**src/rtl/aib_sr_pkg.sv**
```systemverilog
// Shared constants, state encoding and frame-image builder for the AIB
// sideband shift-register blocks.
package aib_sr_pkg;

    localparam int unsigned SL_SR_LEN = 73;
    localparam int unsigned MS_SR_LEN = 81;

    localparam int unsigned SL_OSC_TRANSFER_EN_IDX = 72;
    localparam int unsigned SL_RX_TRANSFER_EN_IDX  = 70;
    localparam int unsigned SL_RX_DLL_LOCK_IDX     = 68;
    localparam int unsigned SL_TX_TRANSFER_EN_IDX  = 64;
    localparam int unsigned SL_TX_DCD_CAL_DONE_IDX = 31;

    localparam logic [6:0] SL_CNT_LAST = 7'(SL_SR_LEN - 1);

    typedef enum logic {
        IDLE = 1'b0,
        RUN  = 1'b1
    } sr_tx_state_e;

    typedef struct packed {
        logic osc_transfer_en;
        logic rx_transfer_en;
        logic rx_dll_lock;
        logic tx_transfer_en;
        logic tx_dcd_cal_done;
    } sl_status_t;

    function automatic logic [SL_SR_LEN-1:0] sl_frame_image(input sl_status_t st);
        logic [SL_SR_LEN-1:0] img;
        img                         = '0;
        img[SL_OSC_TRANSFER_EN_IDX] = st.osc_transfer_en;
        img[SL_RX_TRANSFER_EN_IDX]  = st.rx_transfer_en;
        img[SL_RX_DLL_LOCK_IDX]     = st.rx_dll_lock;
        img[SL_TX_TRANSFER_EN_IDX]  = st.tx_transfer_en;
        img[SL_TX_DCD_CAL_DONE_IDX] = st.tx_dcd_cal_done;
        return img;
    endfunction

endpackage

```
**src/rtl/aib_sync.sv**
```systemverilog
// Single-bit flop-chain synchronizer with asynchronous active-high clear.
module aib_sync #(
    parameter int unsigned STAGES = 2
) (
    input  logic clk,
    input  logic rst,
    input  logic d,
    output logic q
);
    // Depths below two give no metastability protection, so clamp.
    localparam int unsigned N = (STAGES < 2) ? 2 : STAGES;

    logic [N-1:0] chain;

    always_ff @(posedge clk or posedge rst) begin
        if (rst) begin
            chain <= '0;
        end else begin
            chain <= {chain[N-2:0], d};
        end
    end

    assign q = chain[N-1];

endmodule

```
**src/rtl/aib_sl_shift_reg_tx.sv**
```systemverilog
// Slave-side AIB sideband transmitter: serializes synced status bits into a
// 73-bit frame, MSB first, with a one-cycle load pulse at each frame boundary.
//
// state | meaning
// IDLE  | not transmitting; data and load held low, waiting for i_en
// RUN   | shifting a frame out; i_en re-sampled only when cnt_q reaches 0
module aib_sl_shift_reg_tx
    import aib_sr_pkg::*;
#(
    parameter int unsigned SYNC_STAGES = 2,
    parameter int unsigned CNT_W       = 16
) (
    input  logic             i_sl_sr_clk,
    input  logic             i_rst,
    input  logic             i_en,
    input  logic             i_sl_osc_transfer_en,
    input  logic             i_sl_rx_transfer_en,
    input  logic             i_sl_rx_dll_lock,
    input  logic             i_sl_tx_transfer_en,
    input  logic             i_sl_tx_dcd_cal_done,
    output logic             o_sl_sr_data,
    output logic             o_sl_sr_load,
    output logic [CNT_W-1:0] o_frame_cnt,
    output logic             o_idle
);

    logic [4:0]           status_raw;
    logic [4:0]           status_sync;
    sl_status_t           status;
    sr_tx_state_e         state_q;
    sr_tx_state_e         state_d;
    logic [6:0]           cnt_q;
    logic [SL_SR_LEN-1:0] sr_q;
    logic                 load_q;
    logic [CNT_W-1:0]     frame_cnt_q;
    logic                 cnt_zero;
    logic                 boundary;
    logic                 shift_en;
    logic                 frame_done;

    assign status_raw = {i_sl_osc_transfer_en, i_sl_rx_transfer_en, i_sl_rx_dll_lock,
                         i_sl_tx_transfer_en, i_sl_tx_dcd_cal_done};

    for (genvar i = 0; i < 5; i++) begin : g_sync
        aib_sync #(
            .STAGES (SYNC_STAGES)
        ) u_sync (
            .clk (i_sl_sr_clk),
            .rst (i_rst),
            .d   (status_raw[i]),
            .q   (status_sync[i])
        );
    end

    assign status   = sl_status_t'(status_sync);
    assign cnt_zero = (cnt_q == 7'd0);

    always_ff @(posedge i_sl_sr_clk or posedge i_rst) begin
        if (i_rst) begin
            state_q <= IDLE;
        end else begin
            state_q <= state_d;
        end
    end

    always_comb begin
        state_d = state_q;
        case (state_q)
            IDLE: if (i_en) state_d = RUN;
            RUN:  if (cnt_zero && !i_en) state_d = IDLE;
            default: state_d = IDLE;
        endcase
    end

    always_comb begin
        boundary   = 1'b0;
        shift_en   = 1'b0;
        frame_done = 1'b0;
        case (state_q)
            IDLE: boundary = i_en;
            RUN: begin
                if (cnt_zero) begin
                    frame_done = 1'b1;
                    boundary   = i_en;
                end else begin
                    shift_en = 1'b1;
                end
            end
            default: ;
        endcase
    end

    // A frame that ends without a successor still gets a load pulse so the
    // receiver captures it; otherwise the last frame would be lost.
    always_ff @(posedge i_sl_sr_clk or posedge i_rst) begin
        if (i_rst) begin
            cnt_q  <= SL_CNT_LAST;
            sr_q   <= '0;
            load_q <= 1'b0;
        end else if (boundary) begin
            cnt_q  <= SL_CNT_LAST;
            sr_q   <= sl_frame_image(status);
            load_q <= 1'b1;
        end else if (shift_en) begin
            cnt_q  <= cnt_q - 7'd1;
            sr_q   <= {sr_q[SL_SR_LEN-2:0], sr_q[0]};
            load_q <= 1'b0;
        end else begin
            cnt_q  <= SL_CNT_LAST;
            sr_q   <= '0;
            load_q <= frame_done;
        end
    end

    always_ff @(posedge i_sl_sr_clk or posedge i_rst) begin
        if (i_rst) begin
            frame_cnt_q <= '0;
        end else if (frame_done && (frame_cnt_q != '1)) begin
            frame_cnt_q <= frame_cnt_q + CNT_W'(1);
        end
    end

    assign o_sl_sr_data = sr_q[SL_SR_LEN-1];
    assign o_sl_sr_load = load_q;
    assign o_frame_cnt  = frame_cnt_q;
    assign o_idle       = (state_q == IDLE);

endmodule

```
**config.mk**
```make
export PLATFORM = sky130hd
export DESIGN_NAME = aib_sl_shift_reg_tx
export DESIGN_NICKNAME = d
export VERILOG_FILES = /design/src/rtl/aib_sr_pkg.sv /design/src/rtl/aib_sync.sv /design/src/rtl/aib_sl_shift_reg_tx.sv
export SDC_FILE = /design/constraint.sdc
export NUM_CORES = 1
export LEC_CHECK = 0
export CAP_MARGIN = 20
export CORE_MARGIN = 8
export CORE_UTILIZATION = 40
export CTS_CLUSTER_SIZE = 8
export DETAILED_ROUTE_END_ITERATION = 12
export SLEW_MARGIN = 20
export SYNTH_ARGS = -nofsm -noshare
export SYNTH_HDL_FRONTEND = slang
export SYNTH_HIERARCHICAL = 1
export SYNTH_SLANG_ARGS = --single-unit
export TNS_END_PERCENT = 1
```
**constraint.sdc**
```tcl
create_clock -name i_sl_sr_clk -period 3.35 [get_ports i_sl_sr_clk]
set_input_delay 0.335 -clock i_sl_sr_clk [delete_from_list [all_inputs] [get_ports i_sl_sr_clk]]
set_output_delay 0.335 -clock i_sl_sr_clk [all_outputs]
set_load 0.01 [all_outputs]
```
==> metrics.md, run 1 <==
| Metric | Value |
|---|---|
| Status | `completed` |
| Num rows | `35` |
| Drt wl/cell | `12.3 µm` |
| Multiplexer share of the synthesized area | `0.588%` |
| Initial core utilization | `41.3%` |
| Hold bufs inserted after CTS | `0` |
| DP Worst Slack | `1.36 ns` |
| Max Clock Freq | `501 MHz` |
| Drt total wl | `5.57 mm` |
| Final cell utilization of the core | `47.4%` |
| CTS root buffer | `clkbuf_8` |
| Register-to-Register Setup Slack | `1.35 ns` |
| DRC Markers | `0` |
| First-pass GRT wire length | `9.95 mm` |
| Crit path kind | `reg -> reg` |
| Final Hold Fails | `0` |
| WP buf/inv | `0` |
| Yosys cell types | `34` |
| Nets@finish | `331` |
| Die Y | `114 µm` |
| Post-Syn Area | `3830 µm²` |
| RSZ-0062 raised after global routing | `false` |
| RD Place Congestion | `0.759` |
| Simple-Gate Fraction of Synth Area | `20.6%` |
| Synth area leaders | `dfrtp_1, and2_1, xor2_1` |
| CP Capture Type | `register` |
| Final worst-path cycle share | `59.6%` |
| Mean post-synth cell area | `13.1 µm²` |
| Largest net degree at the start of global routing | `98` |
| Worst-Margin Slew | `0.511 ns` |
| Overall power | `0.00290 W` |
| # H-tree levels | `3` |
| Post-DP HPWL | `3.41 mm` |
| Synth top area share | `68.6%` |
| Worst setup margin | `1.35 ns` |
| Adder-cell area share of the yosys netlist | `0.979%` |
| Routed via count | `2063` |
| Syn Nets | `303` |
| Initial antenna violation count | `0` |
| Vias/cell | `4.54` |
| Top-level port count | `27` |
| Area grow syn2layout | `14.9%` |
| Die W | `114 µm` |
| Worst VDD drop | `0.000331 V` |
| Antenna cells | `0` |
| Data arrival, critical path | `2.24 ns` |
| Max-cap violations | `0` |
| Max incr delay on CP | `0.58 ns` |
| Clock transition at path regs | `0.10 ns` |
| Pre-Repair DR Iteration Count | `4` |
| Placeable Area | `9280 µm²` |
| Routed Antenna Nets | `0` |
| Post-synth EDFFs | `0` |
| Worst Skew | `0.00855 ns` |
| Final count of negative-setup-slack endpoints | `0` |
| Worst path required time | `3.59 ns` |
| Cell family with most CP delay | `simple AND/OR/NAND/NOR gates` |
| Main synth FF type | `dfrtp_1` |
| Ys async rst share | `100%` |
| Worst Hold Class | `in -> async` |
| Top-count cell post-synth | `dfrtp_1` |
| Pins Over Slew Limit | `0` |
| CTS Buf Count | `9` |
| Total grt overflow | `0` |
| Max-Slew Margin vs Limit | `65.9%` |
| XOR/XNOR Fraction of Synth Area | `3.43%` |
| CTS tree | `yes` |
| Post-synthesis compound-gate area fraction | `1.73%` |
| Proportion of layout cells with a drive suffix above 1 | `8.62%` |
| Later-pin clock latency in the skew report | `0.36 ns` |
| Setup TNS | `0 ns` |
| Sequential-to-total area share from yosys stat | `69.9%` |
| Vias in the first global route | `2108` |
| Pwr Density | `659 nW/µm²` |
| Die area | `13000 µm²` |
| Crit-path cells | `or4_4 > or2_1 > nor2_2 > mux2_1` |
| Mapped Cells | `292` |
| Seq cells post-synth | `107` |
| Most common library cells after synthesis | `dfrtp_1, and2_1, nand2_1` |
| Initial DRC Count | `48` |
| Crit start category | `register` |
| Largest family of logic cells by synthesized area | `simple AND/OR/NAND/NOR gates` |
| PostCTS Resize Cnt | `0` |
| Maximum clock insertion buffer count | `2` |
| PortBufs | `26` |
| Cell taking the most area after synthesis | `dfrtp_1` |
| Critical path fanouts, max | `7` |
| Ys Warns | `6` |
| Postcts setup bufs | `0` |
| Leakage | `2.06 nW` |
| Clk sink count | `107` |
| Tot GR Track Use | `9.63%` |
| Fin crit period | `2.00 ns` |
| Slowest CP cell | `or4_4` |
[cell families after synthesis]
group | count (synthesis)
compound gates | 11
other cells | 1
mux | 2
simple gates | 130
fa+ha+maj | 3
flops | 107
xor+xnor | 15
buf+inv | 23
[metal layers]
metal	GRT usage [%]	wire [µm]
met1	12.2	2730
met2	14.2	2420
met3	4.33	341
met4	3.46	78
met5	0	0
[worst register-to-register path: cells and delay by family, from the launching register on]
kind,cells,cell delay [ns]
mux,1,0.33
simple gates,3,1.15
flops,1,0.41
[worst paths after layout]
check | startpoint | to | cells past startpoint
min in group i_sl_sr_clk | g_sync[3].u_sync/chain[0] | g_sync[3].u_sync/chain[1] | 0
max reg2reg | cnt_q[4] | o_frame_cnt[1] | 4
max in group asynchronous | i_rst | cnt_q[6] | 3
min reg2reg | g_sync[3].u_sync/chain[0] | g_sync[3].u_sync/chain[1] | 0
min | i_rst | g_sync[1].u_sync/chain[1] | 2
max | cnt_q[4] | o_frame_cnt[1] | 4
[metrics by stage]
stage | cell area, µm² | hold slack [ns] | cells
global route | 4400 | 0.302 | 454
detailed placement | 4230 | 0.336 | 438
floorplan | 3830 | 0.0762 | 292
CTS | 4400 | 0.282 | 454
global placement | 4230 | 0.332 | 438
finish | 4400 | 0.290 | 454
[report_power, final]
group	switching [W]	internal, W
combinational	0.000226	0.000252
sequential	0.000107	0.00162
clock	0.000421	0.000273
total	0.000754	0.00215
[placed cells by master, fill, tap and decap left out, types with 3 or more instances in the layout]
cell and instances:
clkbuf_8 9, and3_1 3, nand3_1 12, nand4_1 6, clkdlybuf4s50_1 26, nor3_1 4, ha_1 3, nand2_1 15
nor2_1 8, clkinv_2 3, a21oi_1 4, clkinvlp_4 3, xor2_1 8, and4_1 3, inv_1 10, dfrtp_1 105
and2_1 67, xnor2_1 7
[cell type report]
cell class / count / area (µm²)
flip-flops and latches: 107 / 2680
repair buffers: 29 / 295
clock inverters: 7 / 50.0
clock buffers: 9 / 124
well taps: 129 / 161
multi-input cells: 162 / 1050
fillers: 873 / 4880
inverters: 11 / 42.5
[state kept, by name (all words and copies together) (netlist names)]
name                 cells
state_q                  1
g_sync.u_sync/chain     10
o_frame_cnt             16
o_sl_sr_load             1
sr_q                    72
cnt_q                    7
(Power assumes the default switching activity.)
==> run 2: changes to the inputs <==
==> constraint.sdc (replaced) <==
create_clock -name i_sl_sr_clk -period 1.8 [get_ports i_sl_sr_clk]
set_input_delay 0.18 -clock i_sl_sr_clk [delete_from_list [all_inputs] [get_ports i_sl_sr_clk]]
set_output_delay 0.18 -clock i_sl_sr_clk [all_outputs]
set_load 0.01 [all_outputs]
==> metrics.md, run 2 (synthesis gave the netlist of run 1 again) <==
| Metric | Value |
|---|---|
| Status | `finished with violations` |
| Failing checks | `negative setup slack` |
| Antenna cells | `0 (unchanged)` |
| Clock transition at path regs | `0.11 ns (about the same)` |
| R2r endpoint | `o_frame_cnt[1]` |
| Die W | `114 µm (unchanged)` |
| CP Capture Type | `register` |
| PortBufs | `26 (unchanged)` |
| Register-to-Register Setup Slack | `-0.06 ns (-1.41 ns)` |
| Total grt overflow | `0 (unchanged)` |
| Fin crit period | `1.86 ns (-0.139 ns)` |
| Later-pin clock latency in the skew report | `0.36 ns (about the same)` |
| Proportion of layout cells with a drive suffix above 1 | `16.5% (+7.9 points)` |
| Max-cap violations | `0 (unchanged)` |
| DP Worst Slack | `-0.159 ns (-1.52 ns)` |
| First-pass GRT wire length | `10.1 mm (+1.9%)` |
| CTS root buffer | `clkbuf_8` |
| Num rows | `35 (unchanged)` |
| Routed Antenna Nets | `0 (unchanged)` |
| GR Util met1 | `13.0% (+0.81 points)` |
| Commonest non-fill, non-tap cell in the layout | `dfrtp_1` |
| DRC Markers | `0 (unchanged)` |
| Pins Over Slew Limit | `0 (unchanged)` |
| Worst setup margin | `-0.0583 ns (-1.41 ns)` |
| Placed cells | `452 (+3.2%)` |
| Final count of negative-setup-slack endpoints | `4 (+4)` |
| Biggest register | `sr_q` |
| Placeable Area | `9280 µm² (unchanged)` |
| Tot GR Track Use | `9.79% (+0.16 points)` |
| Final Hold Fails | `0 (unchanged)` |
| Pwr Density | `1230 nW/µm² (+86%)` |
| Hold bufs inserted after CTS | `0 (unchanged)` |
| Final cell utilization of the core | `49.9% (+2.5 points)` |
| Initial antenna violation count | `0 (unchanged)` |
| Max Clock Freq | `538 MHz (+7.5%)` |
| Crit-path cells | `or4_4 > or2_4 > nor2_4 > mux2_4` |
| Routed via count | `2105 (+2.0%)` |
| Leakage | `2.16 nW (+4.9%)` |
| Max FFs per register | `72 (unchanged)` |
| Initial DRC Count | `91 (+90%)` |
| R2r startpoint | `cnt_q[4]` |
| Clk sink count | `107 (unchanged)` |
| Drt wl/cell | `12.6 µm (+2.3%)` |
| Worst path required time | `2.06 ns (-1.53 ns)` |
| Drt total wl | `5.89 mm (+5.7%)` |
| Post-DP HPWL | `3.48 mm (+2.0%)` |
| CTS Buf Count | `9 (unchanged)` |
| RD Place Congestion | `0.784 (+3.2%)` |
| Top-level port count | `27 (unchanged)` |
| Non-Filler Instances | `469 (+3.3%)` |
| Max incr delay on CP | `0.60 ns (+0.02 ns)` |
| Initial core utilization | `41.3% (unchanged)` |
| Die Y | `114 µm (unchanged)` |
| Crit path kind | `reg -> reg` |
| Worst Skew | `0.0155 ns (+0.00694 ns)` |
| Pre-Repair DR Iteration Count | `4 (unchanged)` |
| Met3 Resource Use GR | `2.43% (-1.9 points)` |
| Final worst-path cycle share | `103% (+44 points)` |
| CTS tree | `yes` |
| R2R depth | `4 (unchanged)` |
| GR Layer Usage met2 | `14.1% (-0.12 points)` |
| Most frequent cells in the layout | `dfrtp_1, and2_1, clkdlybuf4s50_1` |
| Maximum clock insertion buffer count | `2 (unchanged)` |
| GRT busiest layer | `met2` |
| Worst Hold Class | `in -> async` |
| Slowest CP cell | `or4_4` |
| WP buf/inv | `0 (unchanged)` |
| Area grow syn2layout | `20.9%` |
| Data arrival, critical path | `2.12 ns (-0.12 ns)` |
| Vias/cell | `4.49 (-1.2%)` |
| Largest net degree at the start of global routing | `81 (-17%)` |
| Worst VDD drop | `0.000493 V (+49%)` |
| Cell family with most CP delay | `simple AND/OR/NAND/NOR gates` |
| WHS | `0.137 ns (-0.153 ns)` |
| # H-tree levels | `3 (unchanged)` |
| RSZ-0062 raised after global routing | `true` |
| Layout fillers | `856 (-1.9%)` |
| Die area | `13000 µm² (unchanged)` |
| Critical path fanouts, max | `7 (unchanged)` |
| Crit start category | `register` |
| Nets@finish | `346 (+4.5%)` |
| Vias in the first global route | `2184 (+3.6%)` |
## run 2: cell count changes in the layout (fill, tap and decap cells not counted), moves of 2 or more
cell,change
buf_4,+13
clkinv_2,-3
clkinv_8,+2
inv_1,-2
inv_2,+2
mux2_1,-2
mux2_4,+2
nor3_1,-2
## run 2: layout make-up
cell class / instances / area (µm²) / area share [%]
flip-flops and latches: 107 / 2680 / 57.8
multi-input cells: 162 / 1120 / 24.2
repair buffers: 44 / 424 / 9.15
well taps: 129 / 161 / 3.48
clock buffers: 9 / 124 / 2.67
clock inverters: 7 / 77.6 / 1.67
inverters: 11 / 45.0 / 0.972
## run 2: stage by stage
step                power [W]  cell area, µm²  setup TNS (ns)
floorplan             0.00391            3840          -0.757
detailed placement    0.00426            4350          -0.599
CTS                   0.00574            4580          -0.208
global route          0.00606            4630          -0.795
finish                0.00569            4630          -0.117
global placement      0.00424            4350          -0.390
## run 2: how the worst max path moves through the flow
stage              from         endpoint  slack (ns)  cells after the start
2_1_floorplan  cnt_q[4]   o_frame_cnt[1]       -0.18                      6
3_3_place_gp   cnt_q[3]   o_frame_cnt[6]       -0.11                      5
3_5_place_dp   cnt_q[3]   o_frame_cnt[4]       -0.16                      5
4_1_cts        cnt_q[4]  o_frame_cnt[15]       -0.08                      4
5_1_grt        cnt_q[4]   o_frame_cnt[1]       -0.10                      4
6_report       cnt_q[4]   o_frame_cnt[1]       -0.06                      4
## run 2: layer usage
metal	vias up	part of all wire [%]	routed length (µm)
met1	1047	52	3040
met3	8	4.1	244
met5	-	0	0
met2	30	43	2510
met4	0	1.6	95
li1	1020	-	-
## run 2: repair_timing
item                                    in CTS  in global routing
resized for setup                            7                 11
hold endpoints to repair                     0                  0
setup buffers                                0                  1
pin swaps                                    6                  8
endpoints found under the setup margin      12                 13
## run 2: report_power, final
part	internal (W)	total, W	switching [W]
clock network	0.000551	0.00142	0.000874
logic	0.000581	0.00105	0.000466
registers	0.00302	0.00322	0.000198
